**src/rtl/string_streamer.sv**
```systemverilog
// Streams a latched packed ASCII string one character per valid/ready beat, stopping at the first null.
// Optional STRING_STREAMER_REPEAT_EN adds input repeat_en: loop the same string while it is high at the last beat.
module string_streamer #(
   parameter int MAX_CHARS  = 8,
   parameter int GAP_CYCLES = 0
) (
   input  logic                         clk,
   input  logic                         rst_n,
   input  logic                         start,
   input  logic                         abort,
   input  logic [8*MAX_CHARS-1:0]       value,
`ifdef STRING_STREAMER_REPEAT_EN
   input  logic                         repeat_en,
`endif
   output logic [7:0]                   char_data,
   output logic                         char_valid,
   input  logic                         char_ready,
   output logic                         char_last,
   output logic [$clog2(MAX_CHARS):0]   char_index,
   output logic                         busy,
   output logic                         done
);

   // state  | meaning
   // IDLE   | waiting for start
   // SEND   | char_valid high, presenting shadow[idx]
   // GAP    | idle spacing between characters
   // DONE   | one-cycle done pulse
   typedef enum logic [1:0] {S_IDLE, S_SEND, S_GAP, S_DONE} state_t;

   localparam int IDX_W   = $clog2(MAX_CHARS) + 1;
   localparam bit HAS_GAP = (GAP_CYCLES > 0);
   localparam int GAP_W   = HAS_GAP ? $clog2(GAP_CYCLES + 1) : 1;
   localparam logic [GAP_W-1:0] GAP_LOAD = GAP_W'(HAS_GAP ? GAP_CYCLES - 1 : 0);

   state_t                 state, state_next;
   logic [8*MAX_CHARS-1:0] shadow;
   logic [IDX_W-1:0]       idx;
   logic [GAP_W-1:0]       gap_cnt;
   logic                   loop_q;
   logic                   rep_in;
   logic [7:0]             cur_char;
   logic [7:0]             nxt_char;
   logic                   is_last;

`ifdef STRING_STREAMER_REPEAT_EN
   assign rep_in = repeat_en;
`else
   assign rep_in = 1'b0;
`endif

   always_comb begin
      cur_char = 8'h00;
      nxt_char = 8'h00;
      for (int i = 0; i < MAX_CHARS; i++) begin
         if (idx == IDX_W'(i)) cur_char = shadow[8*i +: 8];
      end
      for (int i = 0; i < MAX_CHARS - 1; i++) begin
         if (idx == IDX_W'(i)) nxt_char = shadow[8*(i+1) +: 8];
      end
      is_last = (idx == IDX_W'(MAX_CHARS - 1)) || (nxt_char == 8'h00);
   end

   always_ff @(posedge clk or negedge rst_n) begin
      if (!rst_n) state <= S_IDLE;
      else        state <= state_next;
   end

   always_comb begin
      state_next = state;
      if (abort) begin
         state_next = S_IDLE;
      end else begin
         case (state)
            S_IDLE: if (start) state_next = (value[7:0] == 8'h00) ? S_DONE : S_SEND;
            S_SEND: if (char_ready) state_next = is_last ? S_DONE : (HAS_GAP ? S_GAP : S_SEND);
            S_GAP:  if (gap_cnt == '0) state_next = S_SEND;
            S_DONE: state_next = loop_q ? (HAS_GAP ? S_GAP : S_SEND) : S_IDLE;
            default: state_next = S_IDLE;
         endcase
      end
   end

   // Shadow string, character index and gap down-counter.
   always_ff @(posedge clk or negedge rst_n) begin
      if (!rst_n) begin
         shadow  <= '0;
         idx     <= '0;
         gap_cnt <= '0;
         loop_q  <= 1'b0;
      end else if (abort) begin
         idx    <= '0;
         loop_q <= 1'b0;
      end else begin
         case (state)
            S_IDLE: begin
               if (start) begin
                  shadow <= value;
                  idx    <= '0;
                  loop_q <= 1'b0;
               end
            end
            S_SEND: begin
               if (char_ready) begin
                  gap_cnt <= GAP_LOAD;
                  if (is_last) loop_q <= rep_in;
                  else         idx    <= idx + IDX_W'(1);
               end
            end
            S_GAP: begin
               if (gap_cnt != '0) gap_cnt <= gap_cnt - GAP_W'(1);
            end
            S_DONE: begin
               if (loop_q) begin
                  idx     <= '0;
                  gap_cnt <= GAP_LOAD;
               end
               loop_q <= 1'b0;
            end
            default: ;
         endcase
      end
   end

   always_comb begin
      char_valid = (state == S_SEND);
      char_data  = char_valid ? cur_char : 8'h00;
      char_last  = char_valid & is_last;
      char_index = char_valid ? idx : '0;
      busy       = (state != S_IDLE);
      done       = (state == S_DONE);
   end

endmodule

```
**config.mk**
```make
export PLATFORM = sky130hd
export DESIGN_NAME = string_streamer
export DESIGN_NICKNAME = d
export VERILOG_FILES = /design/src/rtl/string_streamer.sv
export SDC_FILE = /design/constraint.sdc
export NUM_CORES = 1
export LEC_CHECK = 0
export CORE_UTILIZATION = 30
export CTS_CLUSTER_DIAMETER = 120
export DETAILED_ROUTE_END_ITERATION = 7
export PLACE_DENSITY = 0.57
export SYNTH_ARGS = -nofsm -noshare
export SYNTH_HDL_FRONTEND = slang
export SYNTH_SLANG_ARGS = --single-unit
```
**constraint.sdc**
```tcl
create_clock -name clk -period 4.5 [get_ports clk]
set_input_delay 1.35 -clock clk [delete_from_list [all_inputs] [get_ports clk]]
set_output_delay 1.35 -clock clk [all_outputs]
set_load 0.05 [all_outputs]
```
==> results by group, run 1 <==
Outcome
  – Status: finished, final reports clean

Power and ir drop
  – Switching Share: 0.313
  – P per Cell Area: between 400 and 500 mW/mm^2
  – Pint: between 1.5 and 2 mW
  – Seq pwr share: 0.429
  – Total power: 2.27 mW
  – Switch Pwr: 0.711 mW
  – Comb pwr share: 0.299
  – Lkg Pwr: 1.98 nW
  – Max VDD drop: approximately 0.00021 V
  – Clock power share: 0.272

Hold path
  – Type of the worst min-delay path: flip-flop to flip-flop
  – Hold Path Origin: shadow[4]

Detailed routing
  – DR iter-0 viols: 130
  – Final ANT Viol Nets: 0
  – Via density: ~5.2
  – DR vias: roughly 2900
  – Drt pass-1 iters: 6
  – DR WL/cell: approximately 17 um
  – DRC errors left: 0
  – WL final: around 9600 um

Clock tree
  – Worst-Skew Late Latency: 0.33 ns
  – Number of post-CTS setup repair buffers: 0
  – Clock transition at path regs: 0.05 ns
  – Htree depth: 3
  – Clk root buf: clkbuf_16
  – CTS Buffer Depth: 2
  – TritonCTS clock tree: built
  – CTS resizes: 0
  – Hold-fix buffers, CTS: 0
  – Clock buffer count from CTS: 9
  – # clock sinks: 70

Placement
  – Placed inst area: ~0.0047 sq mm
  – Buffers on Ports: between 80 and 90
  – Detailed placement HPWL: between 7000 and 8000 um
  – RD Place Congestion: around 0.84

Timing
  – Final Cycle Share: 0.956
  – Tmin final: about 4.3 ns
  – Max Clock Freq: roughly 230 MHz
  – Final Max Slew Viols: 0
  – Unrepaired setup endpoints after global routing: no
  – Slew Limit Headroom: 0.384
  – Max Clock Skew: 0.00679 ns
  – Sum Neg Setup Slack: 0 ns
  – Hold_ws: approximately 0.52 ns
  – Slew @ Worst Pin: 0.925 ns
  – Final Setup Violations: 0
  – Final Hold Vio Count: 0

Yosys
  – Synthesis-stage register bit count: 70
  – Post-synth net total: 400
  – Synth unique cells: 44
  – Mapped Area: roughly 0.0037 sq mm
  – Post-synthesis sequential area ratio: 0.477
  – Gate count after technology mapping: about 320
  – Synth Warn #: 0
  – Syn avg cell area: between 10 and 15 sq um

Floorplanning
  – Die area: 0.0127 sq mm
  – Initial core utilization: 0.307
  – DIE WIDTH: between 100 and 150 um
  – CORE AREA: roughly 0.012 sq mm
  – Site Rows: 40
  – Die height: 113 um
  – Io pins: 85

Critical path
  – WP data arrival: 2.95 ns
  – Most used cell, CP: o21ai_0
  – CP Launch Type: flip-flop
  – Worst setup EP type: primary output
  – Slowest stage delay, CP: about 0.47 ns
  – Data required, critical path: roughly 3.2 ns
  – CP max FO: 8
  – Critical path origin: idx[1]
  – CP Cell Sequence: inv_1 > ha_1 > nor2b_1 > a221oi_1 > o31ai_1 > a221o_1 > o21ai_0 > o21ai_0 > buf_12
  – Slowest CP cell: nor2b_1
  – Worst R2R Start: idx[0]
  – Critical path type: flip-flop to primary output

Final layout
  – Share of cells above drive strength 1: 0.241
  – P&R area growth vs syn: 36.3%
  – Final core occ: 0.418
  – Final net count: 484
  – ANT cells: 0
  – Final Instance Area: about 0.005 sq mm

Global routing
  – Gr usage total: 0.160
  – Global-route wire length before repair: 15300 um
  – Initial antenna violation count: 0
  – GRT Residual Overflow: 0
  – Number of global-route vias before repair: roughly 2900
  – Largest net degree at the start of global routing: 65

Job
  – # Max-Cap Violations: 0
[stage by stage]
stage	worst slack (ns)	instances
2_1_floorplan	0.400	323
3_3_place_gp	0.594	543
3_5_place_dp	0.586	543
4_1_cts	0.214	557
5_1_grt	0.0380	557
6_report	0.199	557
[worst max-delay path: cells and delay by family, from the launching register on]
family | cells | cell delay (ns)
AO/OA/AOI/OAI | 5 | 1.13
AND/OR/NAND/NOR | 1 | 0.47
flip-flops | 1 | 0.40
buffers and inverters | 2 | 0.31
adder cells (fa/ha/maj) | 1 | 0.30
[cell usage after synthesis, drive strengths merged]
cell type / count / share of area
a41oi: 1 / 0.0075
and3: 1 / 0.0017
nand2b: 3 / 0.0051
o2111ai: 1 / 0.0024
and2b: 1 / 0.0020
o211ai: 2 / 0.0041
a21oi: 7 / 0.0095
a31o: 1 / 0.0024
ha: 8 / 0.027
clkbuf: 14 / 0.015
dfrtp: 70 / 0.48
nand2: 14 / 0.014
nor3: 3 / 0.0055
o21ai: 25 / 0.034
or4: 2 / 0.0041
o31ai: 7 / 0.014
o41ai: 2 / 0.0068
o21a: 2 / 0.0041
a32oi: 2 / 0.0048
nor3b: 2 / 0.0041
or3: 1 / 0.0017
a221oi: 8 / 0.019
nand3b: 2 / 0.0041
o311ai: 1 / 0.0024
o22a: 1 / 0.0027
nor4: 8 / 0.014
and2: 5 / 0.0085
nand3: 1 / 0.0014
a22oi: 7 / 0.014
a211oi: 3 / 0.0061
buf: 5 / 0.0082
nor4b: 2 / 0.0048
a221o: 8 / 0.022
inv: 9 / 0.0092
nor2b: 3 / 0.0051
mux2i: 2 / 0.0055
mux2: 64 / 0.20
nor2: 23 / 0.024
o311a: 1 / 0.0027
nand4b: 1 / 0.0024
[power groups by stage]
| stage | sequential, mW | clock (mW) | combinational, mW |
|---|---|---|---|
| after floorplan | 0.909 | 0 | 0.450 |
| after global placement | 0.981 | 0 | 0.674 |
| after detailed placement | 0.982 | 0 | 0.684 |
| after CTS | 0.974 | 0.639 | 0.687 |
| after global routing | 1.00 | 0.664 | 0.732 |
| final | 0.974 | 0.616 | 0.680 |
[placed cells by master (no fill, tap or decap), types with 3 or more instances in the layout]
cell type / instances
a211oi_1: 3
a21oi_1: 7
a221o_1: 8
a221oi_1: 8
a22oi_1: 7
and2_1: 5
buf_12: 8
buf_4: 9
clkbuf_16: 9
clkdlybuf4s50_1: 74
dfrtp_1: 70
ha_1: 8
inv_1: 9
mux2_2: 64
nand2_1: 14
nand2b_1: 3
nor2_1: 23
nor2b_1: 3
nor4_1: 8
o21ai_0: 25
o31ai_1: 7
[final cells by class]
class                   count  area, sq um
repair buffers             92          973
fillers                  1155         6960
clock buffers              12          246
multi-input cells         225         1800
inverters                   9         33.8
clock inverters             2         10.0
flip-flops and latches     70         1750
well taps                 147          184
[worst paths after layout]
path	endpoint	slack, ns	depth (start not counted)
max	char_data[3]	0.20	9
min	shadow[4]	0.52	1
max reg2reg	idx[3]	1.83	8
min reg2reg	shadow[4]	0.52	1
max in group asynchronous	shadow[27]	2.44	2
min in group asynchronous	state[0]	1.14	1
[per-layer routing]
layer / global-route usage / part of all wire
met1: 0.208 / 0.46
met2: 0.257 / 0.48
met3: 0.0421 / 0.045
met4: 0.0542 / 0.013
met5: 0 / 0
[kinds of logic (layout without fill, tap and decap cells)]
kind of cell / count (synthesis) / count (layout) / synth area share
simple gates: 72 / 72 / 0.102
compound gates: 79 / 79 / 0.159
mux: 66 / 66 / 0.202
flops: 70 / 70 / 0.477
buf+inv: 28 / 115 / 0.0321
fa+ha+maj: 8 / 8 / 0.0273
[registers in the layout (all words and copies together) (netlist names)]
name / count
idx: 4
state: 2
shadow: 64
Note: power is estimated with default switching activity, not from simulation.
==> run 2, diff against run 1 <==
Settings changed: PLACE_DENSITY 0.57 to not set.
==> results by group, run 2 (synthesized netlist as in run 1, its figures left out) <==
Outcome
  – Status: finished, final reports clean

Timing
  – Final Cycle Share: 0.933 (-0.0230)
  – Final Hold Vio Count: 0 (unchanged)
  – Max Clock Skew: 0.00615 ns (-0.000638 ns)
  – Max Clock Freq: 238 MHz (+2.5%)
  – Final Max Slew Viols: 0 (unchanged)
  – Slew @ Worst Pin: 0.916 ns (-0.00861 ns)
  – Slew Limit Headroom: 0.389 (+0.00574)
  – Unrepaired setup endpoints after global routing: no
  – Final Setup Violations: 0 (unchanged)
  – Sum Neg Setup Slack: 0 ns (unchanged)
  – Tmin final: 4.20 ns (-0.104 ns)

Job
  – # Max-Cap Violations: 0 (unchanged)

Clock tree
  – Worst-Skew Late Latency: 0.33 ns (about the same)
  – CTS resizes: 0 (unchanged)
  – TritonCTS clock tree: built
  – CTS Buffer Depth: 2 (unchanged)
  – Clock transition at path regs: 0.05 ns (about the same)
  – Hold-fix buffers, CTS: 0 (unchanged)
  – Clock buffer count from CTS: 9 (unchanged)
  – # clock sinks: 70 (unchanged)
  – Number of post-CTS setup repair buffers: 0 (unchanged)
  – Clk root buf: clkbuf_16
  – Htree depth: 3 (unchanged)

Floorplanning
  – Die height: 113 um (unchanged)
  – CORE AREA: 0.0120 sq mm (unchanged)
  – Die area: 0.0127 sq mm (unchanged)
  – Io pins: 85 (unchanged)
  – Site Rows: 40 (unchanged)
  – Initial core utilization: 0.307 (unchanged)
  – DIE WIDTH: 113 um (unchanged)

Detailed routing
  – DRC errors left: 0 (unchanged)
  – Final ANT Viol Nets: 0 (unchanged)
  – DR vias: 2939 (+1.2%)
  – Drt pass-1 iters: 4 (-2)
  – Via density: 5.28 (+1.2%)
  – DR iter-0 viols: 175 (+35%)
  – DR WL/cell: 17.5 um (+1.6%)
  – WL final: 9770 um (+1.6%)

Final layout
  – Final net count: 483 (-0.21%)
  – P&R area growth vs syn: 36.6%
  – Most frequent cells in the layout: 74 x clkdlybuf4s50_1, 70 x dfrtp_1, 64 x mux2_2
  – Share of cells above drive strength 1: 0.244 (+0.00244)
  – Most common cell after layout, fill and taps aside: clkdlybuf4s50_1
  – Largest registers: shadow x64, idx x4, state x2
  – Fill count: 1157 (+0.17%)
  – Cell Count, Final, Fillers Out: 557 (unchanged)
  – Largest register FFs: 64 (unchanged)
  – Final Instance Area: 0.00501 sq mm (+0.28%)
  – ANT cells: 0 (unchanged)
  – Final core occ: 0.419 (+0.00115)
  – Most flops, register: shadow

Global routing
  – Number of global-route vias before repair: 3039 (+5.6%)
  – Largest net degree at the start of global routing: 65 (unchanged)
  – Gr usage total: 0.162 (+0.00236)
  – GRT Residual Overflow: 0 (unchanged)
  – Global-route wire length before repair: 15800 um (+3.2%)
  – Initial antenna violation count: 0 (unchanged)

Critical path
  – Critical path type: flip-flop to primary output
  – WP data arrival: 2.85 ns (-0.10 ns)
  – CP max FO: 8 (unchanged)
  – Data required, critical path: 3.15 ns (about the same)
  – CP Launch Type: flip-flop
  – Worst setup EP type: primary output

Power and ir drop
  – Switching Share: 0.308 (-0.00475)
  – Pint: 1.62 mW (+3.7%)
  – Seq pwr share: 0.417 (-0.012)
  – Clock power share: 0.294 (+0.022)
  – Total power: 2.34 mW (+3.0%)
  – P per Cell Area: 466 mW/mm^2 (+2.7%)
  – Switch Pwr: 0.721 mW (+1.4%)
  – Comb pwr share: 0.289 (-0.010)
  – Max VDD drop: 0.000221 V (+2.9%)
  – Lkg Pwr: 1.99 nW (about the same)

Placement
  – Detailed placement HPWL: 7330 um (-0.28%)
  – Placed inst area: 0.00472 sq mm (-0.42%)
  – Placed insts: 542 (-0.18%)
  – Buffers on Ports: 84 (unchanged)
  – RD Place Congestion: 0.870 (+3.7%)

Hold path
  – Type of the worst min-delay path: flip-flop to flip-flop
==> run 2: through the flow <==
step                      hold WS, ns  setup slack, ns
after floorplan                 0.480            0.400
after global placement          0.506            0.727
after detailed placement        0.507            0.681
after CTS                       0.519            0.307
after global routing            0.528           0.0708
final                           0.511            0.303
==> run 2: path summary, 6_finish.rpt <==
kind                           start      endpoint  slack (ns)  cells past startpoint
setup / recovery              idx[1]  char_data[2]        0.30                      9
hold / removal             shadow[5]     shadow[5]        0.51                      1
setup reg to reg              idx[0]        idx[3]        1.83                      8
hold reg to reg            shadow[5]     shadow[5]        0.51                      1
max in group asynchronous      rst_n    shadow[26]        2.42                      2
min in group asynchronous      rst_n      state[0]        1.15                      1
==> run 2: layout make-up <==
type                       count  area (sq um)  area share
inverter                       9          33.8     0.00674
tap                          147           184      0.0367
clock buffer                  11           243      0.0484
multi-input combinational    225          1800       0.359
timing repair buffer          91           953       0.190
clock inverter                 4          47.5     0.00949
sequential                    70          1750       0.349
==> run 2: routing by layer <==
metal	vias up	track usage	wire [um]	part of all wire
met3	8	0.0351	598	0.061
met2	101	0.272	4830	0.49
met4	0	0.0489	88	0.0090
met5	-	0	0	0
met1	1455	0.210	4250	0.43
li1	1375	-	-	-
==> run 2: critical path, cell delays in order (launching register included) <==
cell	delay (ns)
dfrtp_1	0.42
inv_1	0.16
ha_1	0.19
nor2b_1	0.46
a221oi_1	0.20
o31ai_1	0.25
a221o_1	0.23
o21ai_0	0.09
o21ai_0	0.34
buf_12	0.19
==> run 2: power groups by stage <==
stage                     sequential [mW]  clock, mW  combinational [mW]
after floorplan                     0.909          0               0.450
after global placement              0.977          0               0.668
after detailed placement            0.981          0               0.677
after CTS                           0.972      0.704               0.682
after global routing                0.997      0.728               0.734
final                               0.974      0.687               0.676
